<file path="src/rtl/mips_multicycle_ctrl.sv">
// Multicycle MIPS main control FSM: decodes Opcode/Funct, sequences datapath
// enables, drives ALUControl and resolves branches/overflow traps.
module mips_multicycle_ctrl #(
    parameter bit EXC_ENABLE = 1'b1
) (
    input  logic       clk,
    input  logic       rst_n,
    input  logic [5:0] Opcode,
    input  logic [5:0] Funct,
    input  logic       ALUZero,
    input  logic       ALUOverflow,
    input  logic       MemReady,
    output logic [3:0] ALUControl,
    output logic       ALUSrcA,
    output logic [1:0] ALUSrcB,
    output logic       IorD,
    output logic       MemRead,
    output logic       MemWrite,
    output logic       IRWrite,
    output logic       RegWrite,
    output logic       RegDst,
    output logic       MemtoReg,
    output logic       PCWrite,
    output logic [1:0] PCSource,
    output logic       EPCWrite,
    output logic       CauseWrite,
    output logic       CauseCode,
    output logic [3:0] State
);

    typedef enum logic [3:0] {
        S_FETCH  = 4'd0,
        S_DECODE = 4'd1,
        S_MEMADR = 4'd2,
        S_MEMRD  = 4'd3,
        S_MEMWB  = 4'd4,
        S_MEMWR  = 4'd5,
        S_EXEC   = 4'd6,
        S_ALUWB  = 4'd7,
        S_BRANCH = 4'd8,
        S_JUMP   = 4'd9,
        S_ADDIEX = 4'd10,
        S_ADDIWB = 4'd11,
        S_EXCEPT = 4'd12
    } state_t;

    typedef struct packed {
        logic [3:0] alu_ctrl;
        logic       src_a;
        logic [1:0] src_b;
        logic       iord;
        logic       mem_read;
        logic       mem_write;
        logic       reg_write;
        logic       reg_dst;
        logic       mem_to_reg;
        logic       fetch_gate;
        logic       branch_gate;
        logic       pc_write;
        logic [1:0] pc_src;
        logic       epc_write;
        logic       cause_write;
    } ctrl_t;

    localparam logic [3:0] ALU_AND = 4'd0;
    localparam logic [3:0] ALU_OR  = 4'd1;
    localparam logic [3:0] ALU_ADD = 4'd2;
    localparam logic [3:0] ALU_XOR = 4'd3;
    localparam logic [3:0] ALU_NOR = 4'd4;
    localparam logic [3:0] ALU_SUB = 4'd6;

    localparam logic [5:0] OP_RTYPE = 6'h00;
    localparam logic [5:0] OP_J     = 6'h02;
    localparam logic [5:0] OP_BEQ   = 6'h04;
    localparam logic [5:0] OP_ADDI  = 6'h08;
    localparam logic [5:0] OP_LW    = 6'h23;
    localparam logic [5:0] OP_SW    = 6'h2B;

    localparam logic [5:0] FN_ADD = 6'h20;
    localparam logic [5:0] FN_SUB = 6'h22;
    localparam logic [5:0] FN_AND = 6'h24;
    localparam logic [5:0] FN_OR  = 6'h25;
    localparam logic [5:0] FN_XOR = 6'h26;
    localparam logic [5:0] FN_NOR = 6'h27;

    localparam logic CAUSE_OVF     = 1'b0;
    localparam logic CAUSE_ILLEGAL = 1'b1;

    state_t state_q, state_d;
    logic   cause_q, cause_d;
    ctrl_t  ctrl_q;

    function automatic logic funct_legal(input logic [5:0] fn);
        return (fn == FN_ADD) || (fn == FN_SUB) || (fn == FN_AND) ||
               (fn == FN_OR)  || (fn == FN_XOR) || (fn == FN_NOR);
    endfunction

    function automatic logic [3:0] funct_alu(input logic [5:0] fn);
        logic [3:0] a;
        case (fn)
            FN_ADD:  a = ALU_ADD;
            FN_SUB:  a = ALU_SUB;
            FN_AND:  a = ALU_AND;
            FN_OR:   a = ALU_OR;
            FN_XOR:  a = ALU_XOR;
            FN_NOR:  a = ALU_NOR;
            default: a = ALU_AND;
        endcase
        return a;
    endfunction

    function automatic ctrl_t decode_ctrl(input state_t s, input logic [5:0] fn);
        ctrl_t c;
        c = '0;
        case (s)
            S_FETCH: begin
                c.mem_read   = 1'b1;
                c.src_b      = 2'b01;
                c.alu_ctrl   = ALU_ADD;
                c.fetch_gate = 1'b1;
            end
            S_DECODE: begin
                c.src_b    = 2'b11;
                c.alu_ctrl = ALU_ADD;
            end
            S_MEMADR, S_ADDIEX: begin
                c.src_a    = 1'b1;
                c.src_b    = 2'b10;
                c.alu_ctrl = ALU_ADD;
            end
            S_MEMRD: begin
                c.iord     = 1'b1;
                c.mem_read = 1'b1;
            end
            S_MEMWB: begin
                c.reg_write  = 1'b1;
                c.mem_to_reg = 1'b1;
            end
            S_MEMWR: begin
                c.iord      = 1'b1;
                c.mem_write = 1'b1;
            end
            S_EXEC: begin
                c.src_a    = 1'b1;
                c.alu_ctrl = funct_alu(fn);
            end
            S_ALUWB: begin
                c.reg_write = 1'b1;
                c.reg_dst   = 1'b1;
            end
            S_BRANCH: begin
                c.src_a       = 1'b1;
                c.alu_ctrl    = ALU_SUB;
                c.pc_src      = 2'b01;
                c.branch_gate = 1'b1;
            end
            S_JUMP: begin
                c.pc_write = 1'b1;
                c.pc_src   = 2'b10;
            end
            S_ADDIWB: c.reg_write = 1'b1;
            S_EXCEPT: begin
                c.src_b       = 2'b01;
                c.alu_ctrl    = ALU_SUB;
                c.epc_write   = 1'b1;
                c.cause_write = 1'b1;
                c.pc_write    = 1'b1;
                c.pc_src      = 2'b11;
            end
            default: c = '0;
        endcase
        return c;
    endfunction

    always_comb begin
        state_d = state_q;
        cause_d = cause_q;
        case (state_q)
            S_FETCH: if (MemReady) state_d = S_DECODE;
            S_DECODE: begin
                case (Opcode)
                    OP_RTYPE: begin
                        if (funct_legal(Funct)) begin
                            state_d = S_EXEC;
                        end else begin
                            state_d = S_EXCEPT;
                            cause_d = CAUSE_ILLEGAL;
                        end
                    end
                    OP_LW, OP_SW: state_d = S_MEMADR;
                    OP_BEQ:       state_d = S_BRANCH;
                    OP_ADDI:      state_d = S_ADDIEX;
                    OP_J:         state_d = S_JUMP;
                    default: begin
                        state_d = S_EXCEPT;
                        cause_d = CAUSE_ILLEGAL;
                    end
                endcase
            end
            S_MEMADR: state_d = (Opcode == OP_SW) ? S_MEMWR : S_MEMRD;
            S_MEMRD:  if (MemReady) state_d = S_MEMWB;
            S_MEMWR:  if (MemReady) state_d = S_FETCH;
            S_EXEC: begin
                if (EXC_ENABLE && ALUOverflow && (Funct == FN_ADD || Funct == FN_SUB)) begin
                    state_d = S_EXCEPT;
                    cause_d = CAUSE_OVF;
                end else begin
                    state_d = S_ALUWB;
                end
            end
            S_ADDIEX: begin
                if (EXC_ENABLE && ALUOverflow) begin
                    state_d = S_EXCEPT;
                    cause_d = CAUSE_OVF;
                end else begin
                    state_d = S_ADDIWB;
                end
            end
            default: state_d = S_FETCH;
        endcase
    end

    // Moore outputs are registered by decoding the next state, so they change
    // with the state register and reset straight to the FETCH decode.
    always_ff @(posedge clk or negedge rst_n) begin
        if (!rst_n) begin
            state_q <= S_FETCH;
            cause_q <= 1'b0;
            ctrl_q  <= decode_ctrl(S_FETCH, '0);
        end else begin
            state_q <= state_d;
            cause_q <= cause_d;
            ctrl_q  <= decode_ctrl(state_d, Funct);
        end
    end

    assign ALUControl = ctrl_q.alu_ctrl;
    assign ALUSrcA    = ctrl_q.src_a;
    assign ALUSrcB    = ctrl_q.src_b;
    assign IorD       = ctrl_q.iord;
    assign MemRead    = ctrl_q.mem_read;
    assign MemWrite   = ctrl_q.mem_write;
    assign IRWrite    = ctrl_q.fetch_gate & MemReady;
    assign RegWrite   = ctrl_q.reg_write;
    assign RegDst     = ctrl_q.reg_dst;
    assign MemtoReg   = ctrl_q.mem_to_reg;
    assign PCWrite    = ctrl_q.pc_write | (ctrl_q.fetch_gate & MemReady) |
                        (ctrl_q.branch_gate & ALUZero);
    assign PCSource   = ctrl_q.pc_src;
    assign EPCWrite   = ctrl_q.epc_write;
    assign CauseWrite = ctrl_q.cause_write;
    assign CauseCode  = cause_q;
    assign State      = state_q;

endmodule

</file>
<file path="config.mk">
export PLATFORM = sky130hd
export DESIGN_NAME = mips_multicycle_ctrl
export DESIGN_NICKNAME = d
export VERILOG_FILES = /design/src/rtl/mips_multicycle_ctrl.sv
export SDC_FILE = /design/constraint.sdc
export NUM_CORES = 1
export LEC_CHECK = 0
export ABC_AREA = 1
export BUFFER_PORTS_ARGS = -buffer_cell sky130_fd_sc_hd__buf_2
export CORE_MARGIN = 3
export CORE_UTILIZATION = 45
export CTS_BUF_LIST = sky130_fd_sc_hd__clkbuf_16
export DETAILED_ROUTE_END_ITERATION = 12
export GPL_ROUTABILITY_DRIVEN = 0
export GPL_TIMING_DRIVEN = 0
export PLACE_DENSITY = 0.71
export SLEW_MARGIN = 10
export SYNTH_ARGS = -nofsm -noshare
export SYNTH_HDL_FRONTEND = slang
export SYNTH_SLANG_ARGS = --single-unit
</file>
<file path="constraint.sdc">
create_clock -name clk -period 1.6 [get_ports clk]
set_input_delay 0.08 -clock clk [delete_from_list [all_inputs] [get_ports clk]]
set_output_delay 0.08 -clock clk [all_outputs]
set_load 0.01 [all_outputs]
</file>
==> key figures <==
Layout
  – Most frequent cells in the layout: nand2_1, buf_2, inv_1
  – Leading cell type in the layout, fill and taps excluded: nand2_1
  – Antenna Cells: 0
  – Area delta synth->final: 31.9%
  – Fillers: 266
  – Non-Filler Cell Area, Final: 1770 sq um
  – Post-route insts no fill: 267
  – Share of cells above drive strength 1: 39.0%
  – Nets@finish: 254

Clocking
  – Root buffer cell: clkbuf_16
  – Skew-Pair Late Insertion Delay: 0.26 ns
  – TritonCTS Sinks: 23
  – Max Buffers Root-to-Sink: 2
  – Clock slew at reported path FFs: 0.06 ns
  – H-tree levels: 1
  – CTS buffer count: 3
  – CTS tree: built

STA
  – Post-route setup slack: 0.0694 ns
  – Final Cycle Share: 95.7%
  – Worst hold margin: 0.0800 ns
  – Final hold vios: 0
  – Clock skew: 0.000778 ns
  – Final Max Slew Viols: 0
  – Minimum clock period after layout: 1.53 ns
  – Fmax: 0.653 GHz
  – Final setup vio count: 0
  – RSZ-0062 raised after global routing: true
  – Setup TNS: 0 ns

Synth
  – Yosys top cell area share: 35.4%
  – Register area share after synthesis: 43.2%
  – Mean Syn Cell Area: 7.10 sq um
  – Ys async rst share: 100%
  – YS warnings: 0
  – Dominant synthesized flop cell: dfrtp_1
  – Yosys reg bits: 23
  – Post-synthesis cell area: 1340 sq um
  – Cell variety after synth: 19
  – Post-Synthesis Cells: 189
  – EDFF count, synth: 0
  – Post-synth top area cell: dfrtp_1
  – Mapped Nets: 206
  – Main area contributors after synthesis: dfrtp_1, nand2_1, inv_1

Power
  – P_leak: 1.10 nW
  – Worst vdd ir: 0.000539 V
  – PD cells: 1580 nW/um^2
  – Sequential Power Share: 32.8%
  – Switching power: 1.12 mW
  – Clock share of power: 19.2%
  – Pint: 1.69 mW
  – Sw frac: 39.8%
  – Combinational group share of total power: 48.0%

Routing
  – DR vias: 1265
  – Wire length per cell: 10.6 um
  – Initial DRC count: 28
  – Post-Route WL: 2.83 mm
  – ANT nets after route: 0
  – DRC violations left: 0
  – DR pass1 iterations: 4
  – Via density: 4.74

Floorplanning
  – FP Rows: 19
  – Core ar.: 2810 sq um
  – # IOs: 41
  – Die width: 60.6 um
  – Die Area: 3670 sq um
  – Die height: 60.6 um
  – Initial core utilization: 47.9%

Critical path
  – Worst Setup Path Type: reg2reg
  – Max stage delay on crit path: 0.45 ns
  – Arrival @ worst endpoint: 1.72 ns
  – Critical Path RT: 1.79 ns
  – Crit path max-delay cell type: dfrtp_2
  – Setup crit end kind: register
  – Startpoint types: register
  – CP Cell Sequence: inv_2 -> nand2_2 -> nor2_4 -> nand4_1 -> nor2_2 -> nor2_4 -> nor2_1 -> nand2_2 -> nand3_1
  – Worst-path maximum fanout: 6

Global routing
  – Pin count of the biggest net entering global routing: 24
  – Total track usage: 16.0%
  – Gr ovfl total: 0
  – First-pass GRT wire length: 4.39 mm
  – Antenna violations before repair: 0
  – Vias in the first global route: 1067

Job
  – MaxCap Viol Count: 0

Placement
  – Pre-CTS setup slack: -0.0333 ns
  – # port buffers: 39
  – Placed Cells: 259
  – Placed cell area: 1580 sq um
  – Hpwl dp: 2.05 mm

Worst hold path
  – HP Class: in2reg

Outcome
  – Status: finished, final reports clean
path summary, 6_finish.rpt:
kind | to | slack, ns | depth (start not counted) | from
worst max register to register | ALUSrcA | 0.07 | 9 | State[1]
min in group asynchronous | MemtoReg | 0.32 | 2 | rst_n
max in group asynchronous | State[1] | 0.92 | 2 | rst_n
worst max-delay path | ALUSrcA | 0.07 | 9 | State[1]
worst min-delay path | ALUControl[0] | 0.08 | 4 | Funct[1]
worst min register to register | CauseCode | 0.48 | 2 | CauseCode
registers in the layout (all words and copies together) (netlist names), 2 cells and up:
register	count
ctrl_q	3
PCSource	2
State	4
ALUSrcB	2
ALUControl	3
logic make-up (layout without fill, tap and decap cells):
group | Yosys count | count (layout) | share of synthesized area (%)
simple gates | 107 | 107 | 36.5
buf+inv | 47 | 94 | 15.7
flops | 23 | 23 | 43.2
other cells | 1 | 1 | 0.279
compound gates | 11 | 11 | 4.29
synthesized netlist by cell type, drive strengths merged, types with 3 or more instances:
cell / n
o21ai: 7
nand2: 49
nand3: 14
buf: 9
a21oi: 3
nor2: 35
dfstp: 4
dfrtp: 19
nand4: 7
inv: 38
worst max-delay path: cells and delay by family (launching register included):
kind	cells	cell delay [ns]
buffers and inverters	1	0.11
DFF	1	0.45
and+or+nand+nor	8	0.92
area by class of cell:
cell class,count,area [sq um],share of cell area [%]
Buffer,9,67.6,3.82
Clock buffer,3,75.1,4.24
Clock inverter,1,5.00,0.283
Inverter,38,143,8.06
Multi-Input combinational cell,119,631,35.6
Sequential cell,23,583,32.9
Tap cell,31,38.8,2.19
Timing Repair Buffer,43,228,12.9
power by group through the flow:
stage,registers [mW],logic (mW),clock network [mW]
detailed placement,0.908,1.12,0
global placement,0.905,1.11,0
finish,0.920,1.34,0.540
CTS,0.898,1.15,0.540
floorplan,0.950,0.732,0
global route,0.940,1.49,0.576
repair_timing:
item / in CTS / in global routing
hold buffers: 1 / 0
setup buffers: 0 / 3
hold endpoints to repair: 19 / 0
pin swaps: 1 / 10
gates resized for setup: 3 / 25
gates cloned: 0 / 0
endpoints found under the setup margin: 1 / 14
per-layer routing:
layer	part of all wire, %	wire length (um)	vias up	GRT usage (%)
met3	4.3	122	5	1.91
li1	-	-	659	-
met2	53	1490	32	28.5
met4	1.9	54	0	7.43
met1	41	1160	569	19.1
met5	0	0	-	0
stage by stage:
| step | utilization (%) | total power, mW |
|---|---|---|
| 6_report | 63.1 | 2.80 |
| 5_1_grt | 63.1 | 3.01 |
| 4_1_cts | 59.8 | 2.58 |
| 3_5_place_dp | 56.2 | 2.03 |
| 3_3_place_gp | 56.2 | 2.01 |
| 2_1_floorplan | - | 1.68 |
No activity file was read; power rests on OpenSTA's default activity.
